File: src/rtl/mode_counter_pkg.sv
// Shared definitions for the mode_counter family.
//
// Holds the 2-bit count-mode encodings and the mode_t type used on the
// mode port of mode_counter and by anything that drives it.
package mode_counter_pkg;

    typedef logic [1:0] mode_t;

    localparam mode_t MODE_BIN     = 2'b00;  // binary up/down, programmable modulus
    localparam mode_t MODE_JOHNSON = 2'b01;  // twisted ring, 2*WIDTH states
    localparam mode_t MODE_RING    = 2'b10;  // one-hot ring, self-correcting
    localparam mode_t MODE_GRAY    = 2'b11;  // Gray code, only with MODE_COUNTER_GRAY_EN

endpackage

File: src/rtl/gray_conv.sv
// Combinational binary <-> Gray code converter.
//
// The two directions are independent paths, so one instance can convert
// the current Gray count to binary and, in parallel, convert the stepped
// binary value back to Gray.
//
// Parameters:
//   WIDTH        code width in bits
// Ports:
//   bin          binary value to encode
//   gray_of_bin  Gray encoding of bin
//   gray         Gray value to decode
//   bin_of_gray  binary decoding of gray
module gray_conv #(
    parameter int WIDTH = 4
) (
    input  logic [WIDTH-1:0] bin,
    output logic [WIDTH-1:0] gray_of_bin,
    input  logic [WIDTH-1:0] gray,
    output logic [WIDTH-1:0] bin_of_gray
);

    assign gray_of_bin = bin ^ (bin >> 1);

    // Each binary bit is the XOR of its Gray bit and every Gray bit above it.
    always_comb begin
        bin_of_gray = '0;
        for (int i = 0; i < WIDTH; i++) begin
            bin_of_gray[i] = ^(gray >> i);
        end
    end

endmodule

File: src/rtl/mode_counter.sv
// Multi-mode counter / sequencer primitive.
//
// A single WIDTH-bit register steps in binary (up/down, wrapping at
// MODULUS), Johnson or one-hot ring order, selected by mode. load has
// priority over en; with neither, q holds. tc flags the terminal state of
// the current mode/direction so counters can be cascaded or decoded.
//
// Optional feature: define MODE_COUNTER_GRAY_EN to make mode 11 a full
// 2**WIDTH Gray up/down counter. Without it, mode 11 holds q and tc is 0.
//
// Parameters:
//   WIDTH     counter width in bits (>= 2)
//   MODULUS   binary-mode wrap point, 2 .. 2**WIDTH
// Ports:
//   CLK       rising-edge clock
//   RST_N     asynchronous active-low reset, clears q
//   en        count enable
//   load      synchronous load strobe, overrides en
//   load_val  value loaded when load is high
//   mode      count mode (see mode_counter_pkg)
//   dir       1 = up, 0 = down (binary and Gray modes)
//   q         registered count
//   tc        terminal count, combinational from q, mode, dir, en
module mode_counter
    import mode_counter_pkg::*;
#(
    parameter int WIDTH   = 4,
    parameter int MODULUS = 2**WIDTH
) (
    input  logic             CLK,
    input  logic             RST_N,
    input  logic             en,
    input  logic             load,
    input  logic [WIDTH-1:0] load_val,
    input  logic [1:0]       mode,
    input  logic             dir,
    output logic [WIDTH-1:0] q,
    output logic             tc
);

    // Largest in-range binary value. Any q at or above it wraps to 0 when
    // counting up, which also recovers out-of-range loaded values.
    localparam logic [WIDTH-1:0] MOD_MAX  = WIDTH'(MODULUS - 1);
    // Terminal state for Johnson, ring and Gray-up: only the MSB set.
    localparam logic [WIDTH-1:0] MSB_ONLY = {1'b1, {(WIDTH-1){1'b0}}};

    logic [WIDTH-1:0] q_next;

`ifdef MODE_COUNTER_GRAY_EN
    logic [WIDTH-1:0] gray_as_bin;
    logic [WIDTH-1:0] bin_step;
    logic [WIDTH-1:0] gray_step;

    assign bin_step = dir ? gray_as_bin + 1'b1 : gray_as_bin - 1'b1;

    gray_conv #(.WIDTH(WIDTH)) u_gray_conv (
        .bin         (bin_step),
        .gray_of_bin (gray_step),
        .gray        (q),
        .bin_of_gray (gray_as_bin)
    );
`endif

    always_comb begin
        // NOTE: q_next is given a value before any branch so no path leaves
        // it unassigned; otherwise synthesis would infer a latch.
        q_next = q;
        if (load) begin
            q_next = load_val;
        end else if (en) begin
            case (mode)
                MODE_BIN: begin
                    if (dir) q_next = (q >= MOD_MAX) ? '0 : q + 1'b1;
                    else     q_next = (q == '0) ? MOD_MAX : q - 1'b1;
                end
                MODE_JOHNSON: q_next = {q[WIDTH-2:0], ~q[WIDTH-1]};
                // Anything that is not exactly one-hot restarts the ring.
                MODE_RING: q_next = $onehot(q) ? {q[WIDTH-2:0], q[WIDTH-1]}
                                               : WIDTH'(1);
`ifdef MODE_COUNTER_GRAY_EN
                MODE_GRAY: q_next = gray_step;
`else
                MODE_GRAY: q_next = q;
`endif
                default: q_next = q;
            endcase
        end
    end

    always_comb begin
        tc = 1'b0;
        if (en) begin
            case (mode)
                MODE_BIN:     tc = dir ? (q == MOD_MAX) : (q == '0);
                MODE_JOHNSON: tc = (q == MSB_ONLY);
                MODE_RING:    tc = (q == MSB_ONLY);
`ifdef MODE_COUNTER_GRAY_EN
                // bin2gray(2**WIDTH-1) is the MSB alone.
                MODE_GRAY:    tc = dir ? (q == MSB_ONLY) : (q == '0);
`else
                MODE_GRAY:    tc = 1'b0;
`endif
                default:      tc = 1'b0;
            endcase
        end
    end

    // NOTE: the state register uses non-blocking assignment so every flop
    // samples pre-edge values, matching real hardware ordering.
    always_ff @(posedge CLK or negedge RST_N) begin
        if (!RST_N) q <= '0;
        else        q <= q_next;
    end

endmodule

File: config.mk
export PLATFORM = sky130hd
export DESIGN_NAME = mode_counter
export DESIGN_NICKNAME = d
export VERILOG_FILES = /design/src/rtl/mode_counter_pkg.sv /design/src/rtl/gray_conv.sv /design/src/rtl/mode_counter.sv
export SDC_FILE = /design/constraint.sdc
export NUM_CORES = 1
export LEC_CHECK = 0
export CAP_MARGIN = 5
export CORE_AREA = 2 2 39 41
export DETAILED_ROUTE_END_ITERATION = 16
export DIE_AREA = 0 0 41 43
export PLACE_DENSITY = 0.8
export SYNTH_ARGS = -nofsm -noshare
export SYNTH_HDL_FRONTEND = slang
export SYNTH_SLANG_ARGS = --single-unit
File: constraint.sdc
create_clock -name CLK -period 4.6 [get_ports CLK]
set_input_delay 0.69 -clock CLK [delete_from_list [all_inputs] [get_ports CLK]]
set_output_delay 0.69 -clock CLK [all_outputs]
set_load 0.02 [all_outputs]
==> results by group <==
CTS
  • CTS buffer count: 3
  • CTS tree: done
  • CTS root buf: clkbuf_4
  • Worst-Skew Late Latency: 0.24 ns
  • CTS clk-pin slew, worst paths: 0.04 ns
  • CTS Buffer Depth: 2
  • CTS HTree Levels: 1
  • Num Clock Sinks: 4
  • Hold Buf Count CTS: 0
  • Post-CTS setup buffers: 0
  • PostCTS Resize Cnt: 0

Power
  • Worst vdd ir: 0.0000987 V
  • Leak pwr: 0.332 nW
  • Power per Cell Area: 250 mW/mm²

Floorplanning
  • Core footprint: 0.00138 mm²
  • Starting Density: 45.7%
  • Die width: 41 µm
  • Die H: 43 µm
  • Die ar.: 0.00176 mm²
  • Rows: 14
  • IO Pins: 16

GRT
  • Largest net degree at the start of global routing: 13
  • Vias in the first global route: 647
  • GRT Total Usage: 21.7%
  • GRT overflow: 0
  • Initial antenna violation count: 0
  • Global-route wire length before repair: 2640 µm

Finish
  • Number of flip-flops in the largest register: 4
  • Nets: 112
  • Finished Layout Cells: 105
  • Fraction of layout cells with a size suffix above 1: 11.2%
  • Most flops, register: q
  • Diodes inserted: 0
  • Syn-to-layout area delta: 26.3%
  • Largest regs: q (4)

Timing
  • Fmax: 0.291 GHz
  • Minimum clock period: 3.43 ns
  • Slew @ Worst Pin: 0.504 ns
  • Rel. slew slack: 65.6%
  • Pins Over Slew Limit: 0
  • TNS Setup: 0 ns
  • Skew final: 0.00469 ns
  • RSZ-0062 raised after global routing: no
  • Final-report setup violation count: 0
  • Final hold violations: 0
  • Crit share post-route: 74.6%

Min path
  • Min-Delay Path Class: input port to asynchronous set/reset pin

Placed design
  • Routability cong.: 0.929
  • Number of I/O port buffers: 15
  • Inst Count DP: 102
  • Detail Placement HPWL: 1080 µm

Yosys
  • Cells after synthesis: 76
  • Area share of the largest cell type after synthesis: 17.8%
  • Mean Syn Cell Area: 8.31 µm²
  • Asr flop ratio synth: 100%
  • EDFF count, synth: 0
  • Primary FF master, synth: dfrtp_1
  • Syn nets: 97
  • Register area share after synthesis: 15.8%
  • Warnings, synthesis: 0
  • Leading area contributor after synthesis: ha_1
  • Synth area leaders: ha_1 (18%), dfrtp_1 (16%), o41ai_2 (5.1%)
  • Synth Register Bits: 4
  • Post-synthesis cell type count: 32
  • Post-Syn Area: 632 µm²

Worst setup path
  • Critical path type: input port to primary output
  • CP max FO: 10
  • Critical path startpoint category: input port
  • Required @ worst endpoint: 3.91 ns
  • Critical-path cell list: clkdlybuf4s50_1 -> inv_1 -> ha_1 -> nand4_1 -> o21ai_0 -> and2_1 -> clkdlybuf4s50_1
  • Reg2reg path depth: 8
  • Crit path top cell by count: clkdlybuf4s50_1
  • Critical Path End Type: primary output
  • WP data arrival: 2.74 ns
  • Crit-path slowest cell: clkdlybuf4s50_1
  • Peak per-stage delay on the critical path: 0.59 ns
  • Reg2Reg Setup Slack: 1.91 ns
  • R2r endpoint: q[2]
  • Worst R2R Start: q[3]

Routing
  • Final wirelength: 1440 µm
  • Drt pass-1 iters: 4
  • # DRC: 0
  • Via Count: 656
  • Final ANT Viol Nets: 0
  • 1st-iter DRT viols: 33
  • Post-DR vias/cell: 6.25
  • Post-DR wirelength/cell: 13.7 µm

Status
  • Status: complete, no violations

Flow run
  • Max_cap viols: 0
placed cells by master, fill, tap and decap left out, drive strengths merged, types with 2 or more instances in the layout:
cell type	instances
clkdlybuf4s50	15
inv	10
ha	9
nor3	6
nand2	4
nor2b	4
dfrtp	4
a2111oi	4
o21ai	3
nand2b	3
a31oi	3
a21oi	3
clkbuf	3
nand4	2
o41ai	2
synth_stat cells (2+ instances only):
| cell | count |
|---|---|
| a21oi_1 | 3 |
| inv_1 | 8 |
| inv_2 | 2 |
| nand2b_1 | 3 |
| a2111oi_0 | 3 |
| buf_2 | 3 |
| dfrtp_1 | 4 |
| nand2_1 | 4 |
| nor2b_1 | 4 |
| o41ai_2 | 2 |
| a31oi_1 | 3 |
| ha_1 | 9 |
| nand4_1 | 2 |
| o21ai_0 | 3 |
| nor3_1 | 6 |
cell families after synthesis:
logic type,Yosys count,share of synthesized area [%]
adder cells (fa/ha/maj),10,21.0
flip-flops,4,15.8
AND/OR/NAND/NOR,25,23.8
AO/OA/AOI/OAI,22,29.3
buffers and inverters,15,10.1
layout make-up:
| class | count | area (µm²) |
|---|---|---|
| well taps | 16 | 20.0 |
| multi-input cells | 57 | 468 |
| fillers | 127 | 586 |
| repair buffers | 15 | 150 |
| flip-flops and latches | 4 | 100 |
| clock buffers | 3 | 22.5 |
| inverters | 10 | 37.5 |
power by group:
| part | leakage, nW | internal [W] | switching (W) |
|---|---|---|---|
| logic | 0.272 | 0.0000466 | 0.0000546 |
| registers | 0.0460 | 0.0000398 | 0.0000138 |
| clock network | 0.0138 | 0.0000292 | 0.0000155 |
| total | 0.332 | 0.000116 | 0.0000839 |
worst max-delay path: cells and delay by family:
kind,cells,cell delay [ns]
buffers and inverters,3,1.16
AO/OA/AOI/OAI,1,0.15
adder cells (fa/ha/maj),1,0.47
AND/OR/NAND/NOR,2,0.26
worst max-delay path by stage:
stage                     startpoint    to  slack [ns]
after floorplan                 q[0]  q[0]        2.05
after global placement       mode[0]    tc        1.23
after detailed placement     mode[0]    tc        1.17
after CTS                    mode[0]    tc        1.16
final                        mode[0]    tc        1.17
after global routing         mode[0]    tc        1.05
metrics by stage:
stage | hold slack [ns] | setup WS (ns) | power, W | utilization [%] | instance area, µm²
4_1_cts | 0.656 | 1.16 | 0.000198 | 57.7 | 798
3_3_place_gp | 0.676 | 1.23 | 0.000151 | 56.1 | 776
2_1_floorplan | 0.394 | 2.05 | 0.000122 | - | 632
3_5_place_dp | 0.693 | 1.17 | 0.000154 | 56.1 | 776
5_1_grt | 0.661 | 1.05 | 0.000217 | 57.7 | 798
6_report | 0.647 | 1.17 | 0.000200 | 57.7 | 798
per-layer routing:
layer  track usage, %  share of wire [%]
met1             26.5                 39
met2             34.4                 50
met3             3.14                8.5
met4             12.0                2.7
met5                0                  0
Power figures use the tool's default switching activity.
